--- config.mk ---
export PLATFORM = sky130hd
export DESIGN_NAME = serial_subtractor
export DESIGN_NICKNAME = d
export VERILOG_FILES = /design/src/rtl/serial_subtractor.sv
export SDC_FILE = /design/constraint.sdc
export NUM_CORES = 1
export LEC_CHECK = 0
export CORE_ASPECT_RATIO = 1.25
export CORE_MARGIN = 2
export CORE_UTILIZATION = 43
export DETAILED_ROUTE_END_ITERATION = 8
export PLACE_DENSITY_LB_ADDON = 0.08
export SLEW_MARGIN = 20
export SYNTH_ARGS = -nofsm -noshare
export SYNTH_HDL_FRONTEND = slang
export SYNTH_SLANG_ARGS = --single-unit
export TNS_END_PERCENT = 30
--- constraint.sdc ---
create_clock -name clk -period 1.4 [get_ports clk]
set_input_delay 0.28 -clock clk [delete_from_list [all_inputs] [get_ports clk]]
set_output_delay 0.28 -clock clk [all_outputs]
set_load 0.02 [all_outputs]
--- src/rtl/serial_subtractor.sv ---
// Bit-serial subtractor: computes a - b (mod 2^WIDTH) one bit per clock, LSB first,
// with a final borrow flag, behind a start/done handshake.
module serial_subtractor #(
    parameter int unsigned WIDTH = 8
) (
    input  logic             clk,
    input  logic             rst,
    input  logic             start,
    input  logic [WIDTH-1:0] a,
    input  logic [WIDTH-1:0] b,
    output logic             busy,
    output logic             done,
    output logic [WIDTH-1:0] diff,
    output logic             borrow_out,
    output logic             diff_bit,
    output logic             bit_valid
);

    localparam int unsigned CntW = $clog2(WIDTH);

    typedef enum logic [1:0] {
        StIdle,
        StRun,
        StDone
    } state_e;

    state_e           state_q, state_d;
    logic [WIDTH-1:0] sa_q, sa_d;
    logic [WIDTH-1:0] sb_q, sb_d;
    logic [WIDTH-1:0] sd_q, sd_d;
    logic             br_q, br_d;
    logic [CntW-1:0]  cnt_q, cnt_d;
    logic [WIDTH-1:0] diff_q, diff_d;
    logic             borrow_q, borrow_d;
    logic             diff_bit_q, diff_bit_d;
    logic             bit_valid_q, bit_valid_d;
    logic             done_q, done_d;
    logic             busy_q, busy_d;

    // Full-subtractor cell on the current LSBs
    logic cell_d;
    logic cell_br;

    always_comb begin
        cell_d  = sa_q[0] ^ sb_q[0] ^ br_q;
        cell_br = (~sa_q[0] & sb_q[0]) | (~(sa_q[0] ^ sb_q[0]) & br_q);
    end

    always_comb begin
        state_d     = state_q;
        sa_d        = sa_q;
        sb_d        = sb_q;
        sd_d        = sd_q;
        br_d        = br_q;
        cnt_d       = cnt_q;
        diff_d      = diff_q;
        borrow_d    = borrow_q;
        diff_bit_d  = diff_bit_q;
        bit_valid_d = 1'b0;
        done_d      = 1'b0;
        busy_d      = busy_q;

        unique case (state_q)
            StIdle: begin
                if (start) begin
                    sa_d    = a;
                    sb_d    = b;
                    sd_d    = '0;
                    br_d    = 1'b0;
                    cnt_d   = '0;
                    busy_d  = 1'b1;
                    state_d = StRun;
                end
            end
            StRun: begin
                sa_d        = {1'b0, sa_q[WIDTH-1:1]};
                sb_d        = {1'b0, sb_q[WIDTH-1:1]};
                sd_d        = {cell_d, sd_q[WIDTH-1:1]};
                br_d        = cell_br;
                diff_bit_d  = cell_d;
                bit_valid_d = 1'b1;
                cnt_d       = cnt_q + CntW'(1);
                if (cnt_q == CntW'(WIDTH - 1)) begin
                    // Last bit: publish the result on the same edge it completes
                    cnt_d    = '0;
                    diff_d   = {cell_d, sd_q[WIDTH-1:1]};
                    borrow_d = cell_br;
                    done_d   = 1'b1;
                    busy_d   = 1'b0;
                    state_d  = StDone;
                end
            end
            StDone: begin
                state_d = StIdle;
            end
            default: begin
                state_d = StIdle;
            end
        endcase
    end

    always_ff @(posedge clk) begin
        if (rst) begin
            state_q     <= StIdle;
            sa_q        <= '0;
            sb_q        <= '0;
            sd_q        <= '0;
            br_q        <= 1'b0;
            cnt_q       <= '0;
            diff_q      <= '0;
            borrow_q    <= 1'b0;
            diff_bit_q  <= 1'b0;
            bit_valid_q <= 1'b0;
            done_q      <= 1'b0;
            busy_q      <= 1'b0;
        end else begin
            state_q     <= state_d;
            sa_q        <= sa_d;
            sb_q        <= sb_d;
            sd_q        <= sd_d;
            br_q        <= br_d;
            cnt_q       <= cnt_d;
            diff_q      <= diff_d;
            borrow_q    <= borrow_d;
            diff_bit_q  <= diff_bit_d;
            bit_valid_q <= bit_valid_d;
            done_q      <= done_d;
            busy_q      <= busy_d;
        end
    end

    assign busy       = busy_q;
    assign done       = done_q;
    assign diff       = diff_q;
    assign borrow_out = borrow_q;
    assign diff_bit   = diff_bit_q;
    assign bit_valid  = bit_valid_q;

endmodule

# == Word-level counts from Yosys, hierarchy flattened ==
# Index checks and enable logic that the tools add are counted.
# classes
n_mux,19
eq_ne,4
add_sub_neg,1
bitwise_logic,8
reduce_logical,7
# ops
cell,count
$pmux W8 S2,3
$mux W8,3
$mux W3,2
$pmux W3 S2,1
$reduce_and A2 Y1,3
$mux W1,5
$mux W2,2
$ne A2 B2 Y1 const B,2
$pmux W1 S2,2
$pmux W2 S2,1
$add A3 B1 Y3 const B,1
$eq A3 B3 Y1 const B,1
$not A1 Y1,3
$reduce_and A3 Y1,1
$and A1 B1 Y1,2
$eq A2 B1 Y1 const B,1
$logic_not A2 Y1,1
$reduce_bool A2 Y1,1
$reduce_or A2 Y1,1
$xor A1 B1 Y1,2
$or A1 B1 Y1,1
# word_totals
wordCells,51
out_inout_bits,13
inputBits,19
register_bits,43

# == Longest topological paths before layout ==
# Gate-level depths: netlist of the first run.
# logic_depth
ltp_word,5
mapped_depth,6

# == Worst setup path before layout of the first run ==
# Ideal clock, no wire load.
# synth_timing
path_type,reg2reg
from,reg cnt_q[0]
to,reg borrow_q (netlist: borrow_out)
period_less_slack_ps,1298
arrival_ps,1177
n_path_buf,1
path_stages_with_launch,7
setup_slack_ps,102
setup_ps,121
path_cell_list,dfxtp_1 ha_1 ha_1 and3b_1 buf_6 nor2_1 a211oi_2
# synth_between
elab_chain_cells,2
# synth_rtl
item,line_no,source
"start, declared",32,"logic [CntW-1:0] cnt_q, cnt_d;"
"start signal, assigned",122,cnt_q <= cnt_d;
$eq A3 B3 Y1,83,if (cnt_q == CntW'(WIDTH - 1)) begin
$reduce_and A2 Y1 (no source line),--,
"end signal, assigned",124,borrow_q <= borrow_d;
"end, declared",34,"logic borrow_q, borrow_d;"
# Every way passes these cells.
# A chain may end at the register's enable or synchronous reset.

# == Worst setup path in the final report of the first run ==
# layout_timing
from,reg cnt_q[0]
to,reg busy_q (netlist: busy)
# layout_between
elab_chain_cells,3
# layout_rtl
item,line_no,source
$eq A3 B3 Y1,83,
$ne A2 B2 Y1 (no source line),--,
$reduce_and A3 Y1 (no source line),--,
"end signal, assigned",128,busy_q <= busy_d;
"end, declared",38,"logic busy_q, busy_d;"
# Every way passes these cells.

==> run summary, run 1 <==
outcome: completed
R2R Path End: busy$_SDFFE_PP0P_
worst skew pair latency: 0.29 ns
distinct cell type count after synthesis: 29
WHS Path Cells: 2
Post-Place Cell Area: 2200 µm²
post-DR wirelength/cell: 12.8 µm
clock buffer depth: 2
Layout area overhead: 31.1%
Static Leak: 0.000915 µW
Hold Buf Count CTS: 0
Max Cap Viol: 0
type of element capturing the critical path: register
Die Outline Area: 4620 µm²
die height: 75.5 µm
slew at the pin closest to its max-slew limit: 0.368 ns
Startpoint Class: register
Global Route Usage Sum: 0.171
number of endpoints failing setup at the final stage: 0
DR vias/cell: 5.07
postcts setup bufs: 0
iteration-0 DRC count of the detailed router: 94
reg-to-reg startpoint: cnt_q[0]$_SDFFE_PP0P_
DRC: 0
NetSw: 584 µW
utilization after layout: 0.576
First-pass DRT Iterations: 5
Tmin final: 1.35 ns
via count: 1,444
largest net degree at the start of global routing: 20
fmax: 740 MHz
IO buf count: 31
switching share of power: 0.242
commonest cells after routing, fill and taps aside: dfxtp_1 (40), nor2_1 (30), nand2_1 (19)
Synth Instances: 187
sequential share of power: 0.536
Post-Synthesis Net Count: 210
Rows: 26
Hold WC Path Type: reg2reg
Die X: 61.2 µm
Synth warnings: 0
max_slew headroom: 0.754
Worst-path clk slew: 0.08 ns
worst hold endpoint: diff[4]$_SDFFE_PP0P_
# diodes: 0
largest area contributor in the netlist: dfxtp_1
Post-Layout Inst Area: 2300 µm²
Clock Skew: 0.00781 ns
Seq/Total Area, Yosys: 0.479
Hold Vio Cnt, Final: 0
Cell Area, Synth: 1760 µm²
Post-Layout Cell Count: 285
drt total wl: 3660 µm
clock buffer count from CTS: 5
CTS tree: yes
GRT Residual Overflow: 0
VDD IR max: 698 µV
placed cell count: 277
P_int: 1830 µW
top cell type's share of synthesized area: 0.479
max-slew violations: 0
CP max FO: 5
syn_area_per_cell: 9.39 µm²
synth top area cells: dfxtp_1 (48%), nor2_1 (6.4%), a22oi_1 (4.7%)
clock share of power: 0.329
NumNets Final: 251
Core ar.: 4000 µm²
Worst Min Path Start: diff[4]$_SDFFE_PP0P_
gpl congestion: 0.745
Root Buffer: clkbuf_8
Crit Path Class: reg2reg
Combinational Power Share: 0.135
most common library cell in the layout ignoring fill and taps: dfxtp_1
Reg2Reg Setup Slack: 0.05 ns
fill count: 369
layout cell share with drive strength beyond 1: 0.148
number of clock sinks: 42
WP data required: 1.58 ns
RSZ-0062 raised after global routing: true
reg2reg path depth: 4
H-tree levels: 2
Arr. time, crit path: 1.53 ns
P per Cell Area: 1050 nW/µm²
vias in the first global route: 1,326
initial antenna violation count: 0
num ports: 32
Final ANT Viol Nets: 0
hpwl dp: 2600 µm
period utilization: 0.965
global-route wire length before repair: 6020 µm
starting density of the core: 0.439
#FFs+latches synth: 42
## worst max-delay path, cell delays in order, from the launching register on
cell,delay [ns]
dfxtp_2,0.33
ha_2,0.18
ha_1,0.18
and3b_2,0.27
a2111oi_4,0.28
## Yosys cell counts, drive strengths merged
library cell and count:
a2111oi 1, a22oi 11, clkbuf 2, a211oi 7, nor2 31, nor2b 9
a2bb2oi 1, nand2b 9, a222oi 7, inv 5, o21bai 1, ha 3
and3b 1, mux2i 7, nor3b 1, a221oi 1, fa 1, nor3 3
o21ai 1, nand3b 1, nand2 19, a21oi 11, dfxtp 42, buf 11
o21ba 1
## sequential cells by signal, indices dropped and copies added, names as in the netlist
name	flops
borrow_out	1
cnt_q	3
diff	8
sa_q	8
sb_q	8
busy	1
bit_valid	1
done	1
state_q	2
diff_bit	1
sd_q	7
br_q	1
## routing by layer
metal  vias to the layer above  GRT usage  routed length, µm  share of wire
li1                        733          -                  -              -
met1                       678      0.220               1680           0.46
met2                        31      0.284               1810           0.50
met3                         2     0.0424                152          0.042
met4                         0     0.0459                  8         0.0022
met5                         -          0                  0              0
## cells by family (layout without fill, tap and decap cells)
kind of cell	after synthesis	count (layout)	share of synthesized area
adders and majority gates	4	4	0.0328
DFF	42	42	0.479
muxes	7	7	0.0399
and+or+nand+nor	74	74	0.197
AOI/OAI and AO/OA	42	42	0.186
buffers and inverters	18	60	0.0655
## worst max path at each step
| stage | start | endpoint |
|---|---|---|
| after floorplan | cnt_q[0]$_SDFFE_PP0P_ | borrow_out$_SDFFE_PP0P_ |
| after global placement | start | sa_q[6]$_SDFFE_PP0P_ |
| after detailed placement | start | sb_q[3]$_SDFFE_PP0P_ |
| after CTS | cnt_q[0]$_SDFFE_PP0P_ | busy$_SDFFE_PP0P_ |
| after global routing | cnt_q[1]$_SDFFE_PP0P_ | diff[5]$_SDFFE_PP0P_ |
| final | cnt_q[0]$_SDFFE_PP0P_ | busy$_SDFFE_PP0P_ |
## layout make-up
type | count | area (µm²) | share of cell area
well taps | 56 | 70.1 | 0.0304
inverters | 5 | 18.8 | 0.00815
clock buffers | 6 | 82.6 | 0.0359
multi-input cells | 127 | 821 | 0.356
flip-flops and latches | 42 | 843 | 0.366
clock inverters | 2 | 12.5 | 0.00543
repair buffers | 47 | 455 | 0.198
## power by group through the flow
stage	logic (µW)	registers [µW]	clock network (µW)
finish	325	1290	793
global route	361	1300	877
CTS	322	1290	818
detailed placement	324	1320	0
global placement	320	1320	0
floorplan	188	1320	0
## through the flow
| step | setup TNS, ns | hold WS [ns] | power [µW] | setup WS (ns) |
|---|---|---|---|---|
| final | 0 | 0.458 | 2410 | 0.0491 |
| after global routing | -0.00927 | 0.479 | 2540 | -0.00890 |
| after CTS | 0 | 0.459 | 2430 | 0.00895 |
| after detailed placement | -1.60 | 0.448 | 1640 | -0.141 |
| after global placement | -1.22 | 0.445 | 1640 | -0.0968 |
| after floorplan | 0 | 0.428 | 1500 | 0.102 |
## what timing repair did
item | CTS | global route
endpoints found under the hold margin | 0 | 0
gates resized for setup | 14 | 6
endpoints found under the setup margin | 19 | 11
Note: power is estimated with default switching activity, not from simulation.
==> run 2: changes to the inputs <==
SLEW_MARGIN = default   (was 20)
==> results of run 2 <==
Final layout, timing and power as in run 1 (identical DEF).
==> run 3: changes to the inputs <==
clock period = 1.5 ns   (was 1.4 ns; I/O delays follow)
==> run 3 against run 2 <==
Effect of this change:
- register-to-register slack better by 0.07 ns
- clock power decreased by 13%
- sequential power shrank 7%
- combinational power decreased by 8.6%
- via count down 2.1%
- critical path type unchanged
- power fell by 9.2%
==> run summary, run 3 (synthesized netlist as in run 1, its figures left out) <==
initial antenna violation count: 0
vias in the first global route: 1,302
Worst-path clk slew: 0.07 ns
reg2reg path depth: 6
Max stage delay on crit path: 0.33 ns
DRC: 0
Global Route Usage Sum: 0.171
gpl congestion: 0.766
CP max FO: 5
largest net degree at the start of global routing: 17
clock buffer depth: 2
post-DR wirelength/cell: 13.1 µm
iteration-0 DRC count of the detailed router: 153
Buf+Inv Stages, Crit Path: 1
postcts setup bufs: 0
GRT Residual Overflow: 0
Core ar.: 4000 µm²
Final ANT Viol Nets: 0
Static Leak: 0.000894 µW
Startpoint Class: register
clock buffer count from CTS: 5
most common library cell in the layout ignoring fill and taps: dfxtp_1
global-route wire length before repair: 5890 µm
Arr. time, crit path: 1.57 ns
via count: 1,413
Die X: 61.2 µm
WHS Path Cells: 2
Hold Vio Cnt, Final: 0
Crit Path Class: reg2reg
DR vias/cell: 5.01
Layout area overhead: 28.0%
# diodes: 0
type of element capturing the critical path: register
period utilization: 0.924
max_slew headroom: 0.734
starting density of the core: 0.439
Critical Path Most Common Cell: ha_1
layout cell share with drive strength beyond 1: 0.115
max-slew violations: 0
drt total wl: 3700 µm
Crit. path cell count: 6
CP max-delay cell: dfxtp_1
H-tree levels: 2
fmax: 722 MHz
placed cell count: 275
Clock Skew: 0.00686 ns
num ports: 32
Post-Layout Cell Count: 282
RSZ-0062 raised after global routing: false
P per Cell Area: 973 nW/µm²
Max Cap Viol: 0
die height: 75.5 µm
First-pass DRT Iterations: 4
IO buf count: 31
Tmin final: 1.39 ns
NumNets Final: 249
worst-path cell chain: ha_1 > ha_1 > and3b_2 > buf_4 > nand2_1 > a21oi_1
CTS tree: yes
outcome: completed
Hold WC Path Type: reg2reg
Rows: 26
Root Buffer: clkbuf_8
number of clock sinks: 42
WP data required: 1.68 ns
hpwl dp: 2610 µm
Fin Setup TNS: 0 ns
number of endpoints failing setup at the final stage: 0
worst skew pair latency: 0.29 ns
slew at the pin closest to its max-slew limit: 0.399 ns
delay-heaviest family, CP: adder cells
commonest cells after routing, fill and taps aside: dfxtp_1 (42), nor2_1 (30), nand2_1 (19)
VDD IR max: 703 µV
Die Outline Area: 4620 µm²
==> run 3: path summary, 6_finish.rpt <==
check / from / end / slack (ns)
worst max-delay path: cnt_q[0]$_SDFFE_PP0P_ / diff[6]$_SDFFE_PP0P_ / 0.11
worst min-delay path: diff[2]$_SDFFE_PP0P_ / diff[2]$_SDFFE_PP0P_ / 0.45
worst max register to register: cnt_q[0]$_SDFFE_PP0P_ / diff[6]$_SDFFE_PP0P_ / 0.11
worst min register to register: diff[2]$_SDFFE_PP0P_ / diff[2]$_SDFFE_PP0P_ / 0.45
==> run 3: worst register-to-register path, stage by stage, from the launching register on <==
cell and delay (ns):
dfxtp_1 0.33, ha_1 0.22, ha_1 0.19, and3b_2 0.26, buf_4 0.15, nand2_1 0.07, a21oi_1 0.06
==> run 3: power by group <==
group,switching (µW),total (µW),internal (µW)
Clock,367,686,319
Sequential,33.8,1200,1170
Combinational,138,297,159
==> run 3: per-layer routing <==
metal | vias to the layer above | wire length (µm) | global-route usage
li1 | 725 | - | -
met1 | 653 | 1760 | 0.223
met2 | 30 | 1760 | 0.274
met3 | 5 | 134 | 0.0424
met4 | 0 | 51 | 0.0628
met5 | - | 0 | 0
==> run 3: final cells by class <==
| class | count | area [µm²] |
|---|---|---|
| multi-input combinational | 127 | 802 |
| fill | 386 | 1750 |
| clock inverter | 1 | 7.51 |
| sequential | 42 | 841 |
| timing repair buffer | 45 | 437 |
| clock buffer | 6 | 72.6 |
| tap | 56 | 70.1 |
| inverter | 5 | 18.8 |
==> run 3: per-stage QoR <==
| stage | worst slack, ns | hold slack [ns] | total power, µW | cell area [µm²] | util |
|---|---|---|---|---|---|
| after global routing | 0.0140 | 0.478 | 2290 | 2250 | 0.562 |
| after detailed placement | -0.122 | 0.446 | 1530 | 2180 | 0.546 |
| after floorplan | 0.202 | 0.432 | 1400 | 1760 | - |
| final | 0.115 | 0.450 | 2190 | 2250 | 0.562 |
| after global placement | -0.0211 | 0.442 | 1530 | 2180 | 0.546 |
| after CTS | 0.0722 | 0.454 | 2220 | 2250 | 0.562 |
==> run 3: what timing repair did <==
| item | CTS | global route |
|---|---|---|
| endpoints found under the hold margin | 0 | 0 |
| endpoints found under the setup margin | 13 | 8 |
| hold buffers | 0 | 0 |
| resized for setup | 13 | 1 |
| pin swaps | 0 | 0 |
| gates cloned | 0 | 0 |
